--- src/rtl/bullcow_game_param.sv ---
// Parametrised two-player Bulls & Cows engine.
// Each player enters a secret and then the players take turns guessing the
// opponent's secret. The live switch value is validated combinationally, and
// bulls and cows are computed by one comparator instance per digit.
// Optional build macro BULLCOW_MAX_TURNS_EN: when it is defined, a game that
// reaches MAX_TURNS completed rounds without a winner ends in a draw.

// Per-digit comparator. It compares guess digit IDX with every opponent digit
// and with the higher-indexed guess digits.
module bullcow_digit #(
  parameter int DIGITS  = 4,
  parameter int DIGIT_W = 4,
  parameter int RADIX   = 10,
  parameter int IDX     = 0
) (
  input  logic [DIGITS-1:0][DIGIT_W-1:0] guess,
  input  logic [DIGITS-1:0][DIGIT_W-1:0] opp,
  output logic                           bull,
  output logic                           cow,
  output logic                           in_range,
  output logic                           dup
);
  logic any_hit;

  // A bull is a positional match. A cow is a match at any other position
  // when the digit is not already a bull. Each duplicate pair is reported
  // only once, by the lower index.
  always_comb begin
    any_hit  = 1'b0;
    dup      = 1'b0;
    bull     = (guess[IDX] == opp[IDX]);
    in_range = (int'(guess[IDX]) < RADIX);
    for (int j = 0; j < DIGITS; j++) begin
      if (j != IDX && guess[IDX] == opp[j]) any_hit = 1'b1;
      if (j > IDX && guess[IDX] == guess[j]) dup = 1'b1;
    end
    cow = any_hit & ~bull;
  end
endmodule

module bullcow_game_param #(
  parameter int DIGITS    = 4,
  parameter int DIGIT_W   = 4,
  parameter int RADIX     = 10,
  parameter int PTS_W     = 8,
  parameter int TURN_W    = 8,
  parameter int MAX_TURNS = 10
) (
  input  logic                        clock,
  input  logic                        reset,
  input  logic                        enter,
  input  logic [DIGITS*DIGIT_W-1:0]   SW,
  output logic                        guess_confirmed,
  output logic                        input_error,
  output logic [$clog2(DIGITS+1)-1:0] bull_count,
  output logic [$clog2(DIGITS+1)-1:0] cow_count,
  output logic [2:0]                  game_state,
  output logic [1:0]                  winner,
  output logic [PTS_W-1:0]            J1_points,
  output logic [PTS_W-1:0]            J2_points,
  output logic [TURN_W-1:0]           turn_count
);
  localparam int CNT_W = $clog2(DIGITS+1);

  typedef enum logic [2:0] {
    J1_SETUP = 3'b000,
    J2_SETUP = 3'b001,
    J1_GUESS = 3'b010,
    J2_GUESS = 3'b011,
    END_GAME = 3'b111
  } state_t;

  typedef struct packed {
    state_t                        state;
    logic                          enter_q;
    logic [DIGITS-1:0][DIGIT_W-1:0] secret1;
    logic [DIGITS-1:0][DIGIT_W-1:0] secret2;
    logic [CNT_W-1:0]              bulls;
    logic [CNT_W-1:0]              cows;
    logic                          gc;
    logic                          ie;
    logic [1:0]                    winner;
    logic [PTS_W-1:0]              j1_pts;
    logic [PTS_W-1:0]              j2_pts;
    logic [TURN_W-1:0]             turn;
  } regs_t;

  // This generate block is empty. Its name appears in the hierarchy when the
  // parameter set is outside the supported range.
  if (DIGITS < 2 || DIGITS > 8 || RADIX < DIGITS || RADIX > 2**DIGIT_W ||
      MAX_TURNS < 1) begin : g_cfg_out_of_range
  end

  regs_t r_q, r_d;

  logic [DIGITS-1:0][DIGIT_W-1:0] sw_d, opp;
  logic [DIGITS-1:0]              bull_v, cow_v, rng_v, dup_v;
  logic [CNT_W-1:0]               nb, nc;
  logic                           enter_p, valid, win;
  logic [TURN_W-1:0]              turn_inc;

  assign sw_d    = SW;
  assign enter_p = enter & ~r_q.enter_q;
  // J1 guesses against J2's secret. Every other state uses J1's secret.
  assign opp     = (r_q.state == J1_GUESS) ? r_q.secret2 : r_q.secret1;

  for (genvar i = 0; i < DIGITS; i++) begin : g_dig
    bullcow_digit #(
      .DIGITS(DIGITS), .DIGIT_W(DIGIT_W), .RADIX(RADIX), .IDX(i)
    ) u_dig (
      .guess(sw_d), .opp(opp),
      .bull(bull_v[i]), .cow(cow_v[i]), .in_range(rng_v[i]), .dup(dup_v[i])
    );
  end

  // Reduce the per-digit flags to counts and the entry-valid flag.
  always_comb begin
    nb = '0;
    nc = '0;
    for (int i = 0; i < DIGITS; i++) begin
      nb = nb + CNT_W'(bull_v[i]);
      nc = nc + CNT_W'(cow_v[i]);
    end
    valid    = (&rng_v) & ~(|dup_v);
    win      = (nb == CNT_W'(DIGITS));
    turn_inc = (&r_q.turn) ? r_q.turn : r_q.turn + 1'b1;
  end

  // State register. Reset arms enter_q so that an enter held through reset
  // release does not fire.
  always_ff @(posedge clock) begin
    if (!reset) begin
      r_q         <= '0;
      r_q.enter_q <= 1'b1;
    end else begin
      r_q <= r_d;
    end
  end

  // Next-state and output logic. The outputs are registered, so they change
  // on the same edge as the state.
  always_comb begin
    r_d         = r_q;
    r_d.enter_q = enter;
    r_d.ie      = 1'b0;
    if (enter_p) r_d.gc = 1'b0;
    case (r_q.state)
      J1_SETUP: if (enter_p) begin
        if (valid) begin
          r_d.secret1 = sw_d;
          r_d.state   = J2_SETUP;
        end else r_d.ie = 1'b1;
      end
      J2_SETUP: if (enter_p) begin
        if (valid) begin
          r_d.secret2 = sw_d;
          r_d.state   = J1_GUESS;
        end else r_d.ie = 1'b1;
      end
      J1_GUESS: if (enter_p) begin
        if (valid) begin
          r_d.bulls = nb;
          r_d.cows  = nc;
          r_d.gc    = 1'b1;
          if (win) begin
            r_d.winner = 2'b01;
            if (!(&r_q.j1_pts)) r_d.j1_pts = r_q.j1_pts + 1'b1;
            r_d.state = END_GAME;
          end else r_d.state = J2_GUESS;
        end else r_d.ie = 1'b1;
      end
      J2_GUESS: if (enter_p) begin
        if (valid) begin
          r_d.bulls = nb;
          r_d.cows  = nc;
          r_d.gc    = 1'b1;
          r_d.turn  = turn_inc;
          if (win) begin
            r_d.winner = 2'b10;
            if (!(&r_q.j2_pts)) r_d.j2_pts = r_q.j2_pts + 1'b1;
            r_d.state = END_GAME;
          end
`ifdef BULLCOW_MAX_TURNS_EN
          else if (turn_inc == TURN_W'(MAX_TURNS)) begin
            r_d.winner = 2'b11;
            r_d.state  = END_GAME;
          end
`endif
          else r_d.state = J1_GUESS;
        end else r_d.ie = 1'b1;
      end
      END_GAME: if (enter_p) begin
        r_d.winner  = 2'b00;
        r_d.bulls   = '0;
        r_d.cows    = '0;
        r_d.turn    = '0;
        r_d.secret1 = '0;
        r_d.secret2 = '0;
        r_d.state   = J1_SETUP;
      end
      default: r_d.state = J1_SETUP;
    endcase
  end

  assign guess_confirmed = r_q.gc;
  assign input_error     = r_q.ie;
  assign bull_count      = r_q.bulls;
  assign cow_count       = r_q.cows;
  assign game_state      = r_q.state;
  assign winner          = r_q.winner;
  assign J1_points       = r_q.j1_pts;
  assign J2_points       = r_q.j2_pts;
  assign turn_count      = r_q.turn;
endmodule

--- config.mk ---
export PLATFORM = sky130hd
export DESIGN_NAME = bullcow_game_param
export DESIGN_NICKNAME = d
export VERILOG_FILES = /design/src/rtl/bullcow_game_param.sv
export SDC_FILE = /design/constraint.sdc
export NUM_CORES = 1
export LEC_CHECK = 0
export CAP_MARGIN = 20
export CORE_AREA = 2 2 103 105
export DETAILED_ROUTE_END_ITERATION = 8
export DIE_AREA = 0 0 105 107
export GPL_TIMING_DRIVEN = 0
export PLACE_DENSITY = 0.76
export SLEW_MARGIN = 20
export SYNTH_ARGS = -nofsm -noshare
export SYNTH_HDL_FRONTEND = slang
export SYNTH_SLANG_ARGS = --single-unit
--- constraint.sdc ---
create_clock -name clock -period 4.1 [get_ports clock]
set_input_delay 0.41 -clock clock [delete_from_list [all_inputs] [get_ports clock]]
set_output_delay 0.41 -clock clock [all_outputs]
set_load 0.05 [all_outputs]
# Word level (Yosys, flattened, before mapping)
# Index checks and enable logic that the tools add are counted.
[op_classes] n_addsub=9 reduce_logical=19 eq_ne=39 bitwise=14 n_lt_le_gt_ge=4 n_mux=57
[op_table] cell="4-bit equality test" n=22
[op_table] cell="16-bit case mux with 2 select lines" n=2
[op_table] cell="16-bit two-way mux" n=3
[op_table] cell="8-bit two-way mux" n=5
[op_table] cell="38-bit two-way mux" n=1
[op_table] cell="3-bit two-way mux" n=11
[op_table] cell="8-bit AND reduction" n=4
[op_table] cell="10-bit two-way mux" n=3
[op_table] cell="8-bit by 1-bit adder with 8-bit output, second input constant" n=3
[op_table] cell="2-bit != test, second input constant" n=12
[op_table] cell="1-bit two-way mux" n=21
[op_table] cell="18-bit two-way mux" n=1
[op_table] cell="6-bit case mux with 3 select lines" n=1
[op_table] cell="4-bit less-than comparator, second input constant" n=4
[op_table] cell="8-bit case mux with 2 select lines" n=1
[op_table] cell="4-bit AND reduction" n=4
[op_table] cell="3-bit case mux with 5 select lines" n=1
[op_table] cell="5-bit AND reduction" n=3
[op_table] cell="9-bit AND reduction" n=1
[op_table] cell="1-bit NOT" n=8
[op_table] cell="7-bit two-way mux" n=1
[op_table] cell="2-bit by 1-bit adder with 3-bit output" n=2
[op_table] cell="3-bit by 1-bit adder with 3-bit output" n=2
[op_table] cell="1-bit AND" n=6
[op_table] cell="13 further kinds" n=20
[totals] out_inout_bits=37 inputBits=19 ff_bits=70 wordCells=160

# Logic depth before layout (Yosys ltp)
[depth] ltp_word=13 mapped_depth=14 depth_no_buf=12

# By module
# From an unflattened synthesis, not the netlist that was laid out.
[unflattened] hier_cells=570 hier_area_um2=4928.5
[by_module_without_submodules] mod="bullcow_game_param" seq_area_each_um2=1401.3 cells_per_inst=434 area_per_inst_um2=3817.4 instances=1
[by_module_without_submodules] mod="bullcow_digit (g_dig[0].u_dig)" seq_area_each_um2=0.0 cells_per_inst=42 area_per_inst_um2=340.3 instances=1
[by_module_without_submodules] mod="bullcow_digit (g_dig[1].u_dig)" seq_area_each_um2=0.0 cells_per_inst=36 area_per_inst_um2=302.8 instances=1
[by_module_without_submodules] mod="bullcow_digit (g_dig[2].u_dig)" seq_area_each_um2=0.0 cells_per_inst=31 area_per_inst_um2=252.7 instances=1
[by_module_without_submodules] mod="bullcow_digit (g_dig[3].u_dig)" seq_area_each_um2=0.0 cells_per_inst=27 area_per_inst_um2=215.2 instances=1

# Worst setup path before layout
# No wires, ideal clock.
[synth_timing] kind="flip-flop to flip-flop" start="register r_q (netlist bit game_state[1])" end="register r_q (netlist bit J1_points[7])" period_less_slack_ns=4.312 arrival_ns=4.242 path_buffers=2 path_stages_with_launch=15 setup_time_ns=0.070 setup_slack_ns=-0.212 required_time_ns=4.030 path_cell_list="dfxtp_1 -> or3b_2 -> buf_2 -> mux2i_1 -> xnor2_1 -> nor4_1 -> fa_1 -> ha_1 -> ha_1 -> nor3b_1 -> o211ai_1 -> clkbuf_1 -> or3_1 -> or3_1 -> a21oi_1"
[synth_via] elab_chain_len=8 elab_cells_between_ends=11 classes_between="add/sub: 3; eq/ne: 6; mux: 1; reduce/logical: 1"
[synth_lines] item="start, declared" line_no="94" source="regs_t r_q, r_d;"
[synth_lines] item="start signal, assigned" line_no="136" source="r_q <= r_d;"
[synth_lines] item="3-bit by 2-bit equality test with 1-bit output *" line_no="105, 147"
[synth_lines] item="16-bit two-way mux" line_no="105" source="assign opp = (r_q.state == J1_GUESS) ? r_q.secret2 : r_q.secret1;"
[synth_lines] item="4-bit equality test"
[synth_lines] item="1-bit by 1-bit adder with 2-bit output" line_no="121" source="nb = nb + CNT_W'(bull_v[i]);"
[synth_lines] item="2-bit by 1-bit adder with 3-bit output" line_no="121"
[synth_lines] item="3-bit by 1-bit adder with 3-bit output" line_no="121"
[synth_lines] item="3-bit equality test" line_no="125" source="win = (nb == CNT_W'(DIGITS));"
[synth_lines] item="5-bit AND reduction (no source line) *"
# Every way passes the cells marked *; elsewhere a longest branch is shown, timed or not.
# A chain may end at the register's enable or synchronous reset.

# Worst setup path in the final report
[layout_timing] start="register r_q (netlist bit game_state[0])" end="register r_q (netlist bit J2_points[7])"
[layout_via] elab_chain_len=8 elab_cells_between_ends=12 classes_between="add/sub: 3; eq/ne: 7; mux: 1; reduce/logical: 1"
[layout_lines] item="3-bit by 2-bit equality test with 1-bit output" line_no="105"
[layout_lines] item="16-bit two-way mux" line_no="105"
[layout_lines] item="4-bit equality test"
[layout_lines] item="1-bit by 1-bit adder with 2-bit output" line_no="121"
[layout_lines] item="2-bit by 1-bit adder with 3-bit output" line_no="121"
[layout_lines] item="3-bit by 1-bit adder with 3-bit output" line_no="121"
[layout_lines] item="3-bit equality test" line_no="125"
[layout_lines] item="5-bit AND reduction (no source line) *"
# Marked as above.

==> out/results.tsv <==
stage	metric	value	unit
yosys	Synth Net Count	665	
setup_path	R2R Path Start	game_state[0]	
global_routing	GRT Total Usage	27.6	%
global_routing	maximum number of pins on one net before global-route repair	13	
place	GP Congestion	0.934	
timing	Setup violations, final	3	
timing	aggregate negative setup slack	-0.0828	ns
yosys	share of Yosys cell area claimed by the top area cell type	27.1	%
worst_hold_path	worst hold start	SW[12]	
clock_tree	hold buffer count at CTS	0	
timing	headroom to the max-slew limit	49.0	%
yosys	synth cell count leaders	102 x nand2_1, 70 x dfxtp_1, 61 x xor2_1	
routing	drt pass-1 iters	7	
timing	Achievable Freq	241	MHz
setup_path	category of the worst setup path launch point	flip-flop	
pwr	static leakage	2.62	nW
place	cell area after placement	5860	sq um
final_layout	proportion of layout cells with a drive suffix above 1	17.9	%
timing	period utilisation layout	101	%
routing	sum of routed wire length over all layers	15800	um
setup_path	CP Class	flip-flop to flip-flop	
floorplan	effective utilization at floorplan	51.2	%
routing	DRC violations left	0	
yosys	number of standard cells after synthesis	637	
timing	Final Hold Vio Count	0	
status	outcome	complete, but fails checks	
job	max-capacitance violation count	0	
yosys	number of flip-flops and latches in the synthesized netlist	70	
pwr	Pwr Total	1.58	mW
global_routing	number of global-route vias before repair	4766	
yosys	most area-consuming cells after synthesis	dfxtp_1 27%, mux2i_1 11%, xor2_1 10%	
floorplan	Die X-Extent	105	um
setup_path	register-to-register setup slack	-0.04	ns
yosys	Post-Syn Area per Cell	8.12	sq um
yosys	Post-synth EDFFs	0	
timing	unrepaired setup endpoints after global routing	yes	
yosys	Async SR Flop Fraction	0	%
clock_tree	clk sinks	70	
timing	clock skew after layout	0.0140	ns
setup_path	critical path endpoint	J2_points[7]	
timing	worst slew pin tran	0.758	ns
timing	smallest hold slack	0.406	ns
pwr	Power Dens Cells	246	nW/um^2
worst_hold_path	Tightest Hold Check Type	primary input to flip-flop	
clock_tree	htree depth	3	
setup_path	critical path data required time	4.40	ns
yosys	portion of the post-synthesis area used by sequential elements	27.1	%
timing	final critical-path setup slack	-0.0419	ns
place	dpl hpwl	10800	um
timing	post-layout minimum cycle time	4.14	ns
routing	iteration-0 DRC count of the detailed router	455	
floorplan	area of the die	11200	sq um
pwr	VDD IR-drop max	133	uV
clock_tree	Root Buffer	clkbuf_8	
clock_tree	cts bufs inserted	9	
yosys	cell area after synthesis	5170	sq um
global_routing	initial antenna violation count	0	
final_layout	final design area excluding fillers	6390	sq um
global_routing	residual overflow from global routing	0	
setup_path	Worst setup EP type	flip-flop	
clock_tree	clock insertion delay at the later pin of the skew report	0.36	ns
final_layout	Diodes inserted	0	
clock_tree	clk buf depth	2	
setup_path	Worst Path Arrival	4.44	ns
routing	number of antenna-violating nets in the routed design	0	
setup_path	maximum fanout count along the critical path	5	
floorplan	Die Y-Extent	107	um
yosys	library cell occupying the most area in the post-synthesis netlist	dfxtp_1	
yosys	number of distinct library cell variants in the gate-level netlist after synthesis	55	
routing	ratio of routed vias to standard cells	5.95	
global_routing	first-pass GRT wire length	24500	um
setup_path	R2R depth	14	
status	violations in the final reports	setup timing	
final_layout	synth-to-layout area growth	23.6	%
yosys	predominant post-synthesis flop cell	dfxtp_1	
setup_path	crit path from	game_state[0]	
yosys	Ys Warns	0	
clock_tree	CTS tree	done	
routing	Routed WL per cell	18.5	um
floorplan	num ports	56	
setup_path	R2R Path End	J2_points[7]	
floorplan	Core Box Area	10100	sq um
place	port buffer count	48	
clock_tree	Clk pin slew, worst setup/hold paths	0.09	ns
timing	number of max-slew violations in the final report	0	
yosys	cell with the most instances after synthesis	nand2_1	
final_layout	Nets	737	
floorplan	Std-Cell Rows	37	
routing	total via count after detailed routing	5058	
==> power breakdown <==
part | switching, mW | internal (mW)
registers | 0.00278 | 0.681
logic | 0.145 | 0.0836
clock network | 0.287 | 0.376
total | 0.435 | 1.14
==> final cells by class <==
cell class | instances | area, sq um
Fill cell | 884 | 3700
Multi-Input combinational cell | 468 | 3380
Sequential cell | 70 | 1410
Timing Repair Buffer | 61 | 593
Buffer | 84 | 549
Tap cell | 136 | 170
Clock buffer | 11 | 151
Clock inverter | 5 | 81.3
Inverter | 15 | 56.3
==> per-stage QoR <==
stage | utilization [%] | worst slack, ns | std cells
global route | 63.3 | -0.149 | 850
CTS | 61.7 | 0.00892 | 844
floorplan | - | 0.00156 | 637
finish | 63.3 | -0.0419 | 850
detailed placement | 58.1 | -0.769 | 821
global placement | 58.1 | -0.678 | 821
==> placed cells by master (no fill, tap or decap), types with 13 or more instances in the layout <==
cell,count
mux2i_1,46
xnor2_1,29
nand3_1,21
a21oi_1,13
buf_4,59
o21ai_0,21
nor2_1,19
nor4_1,16
clkdlybuf4s50_1,48
xor2_1,61
nand2_1,102
inv_1,15
dfxtp_1,67
o22ai_1,15
clkbuf_1,24
==> what timing repair did <==
item | CTS | global route
pin swaps | 6 | 10
cloned | 0 | 1
resized for setup | 19 | 28
setup buffers | 7 | 5
endpoints found under the setup margin | 19 | 15
==> registers in the layout, summed over array words and instances, names as in the netlist <==
name,count
guess_confirmed,1
game_state,3
J2_points,8
cow_count,3
winner,2
r_q,33
turn_count,8
bull_count,3
J1_points,8
input_error,1
==> worst min-delay path by stage <==
stage / end / slack [ns] / depth (start not counted)
final: r_q[62] / 0.41 / 3
after CTS: r_q[63] / 0.40 / 3
after global placement: guess_confirmed / 0.45 / 2
after detailed placement: winner[1] / 0.46 / 2
after global routing: r_q[46] / 0.42 / 3
after floorplan: winner[0] / 0.44 / 2
==> per-layer routing <==
metal	vias to the layer above	share of wire [%]	track usage (%)
met4	0	3.3	12.2
met3	53	9.2	7.23
met1	2422	41	34.6
li1	2330	-	-
met5	-	0	0
met2	253	46	44.6
==> cell families (layout without fill, tap and decap cells) <==
family / after synthesis / in the layout / synth area share [%]
compound gates: 102 / 102 / 13.3
fa+ha+maj: 9 / 9 / 2.47
mux: 55 / 55 / 10.6
simple gates: 211 / 211 / 19.9
flops: 70 / 70 / 27.1
xor+xnor: 91 / 91 / 15.4
buf+inv: 99 / 176 / 11.1
==> critical path, stage by stage, from the launching register on <==
cell       delay, ns
dfxtp_2         0.34
or3b_4          0.44
buf_12          0.17
mux2i_4         0.20
xnor2_2         0.18
nor4_4          0.44
fa_1            0.50
ha_2            0.21
ha_4            0.22
nor3b_4         0.26
buf_4           0.17
o2111ai_4       0.11
or3_1           0.35
or3_1           0.31
a21oi_1         0.15
No activity file was read; power rests on OpenSTA's default activity.
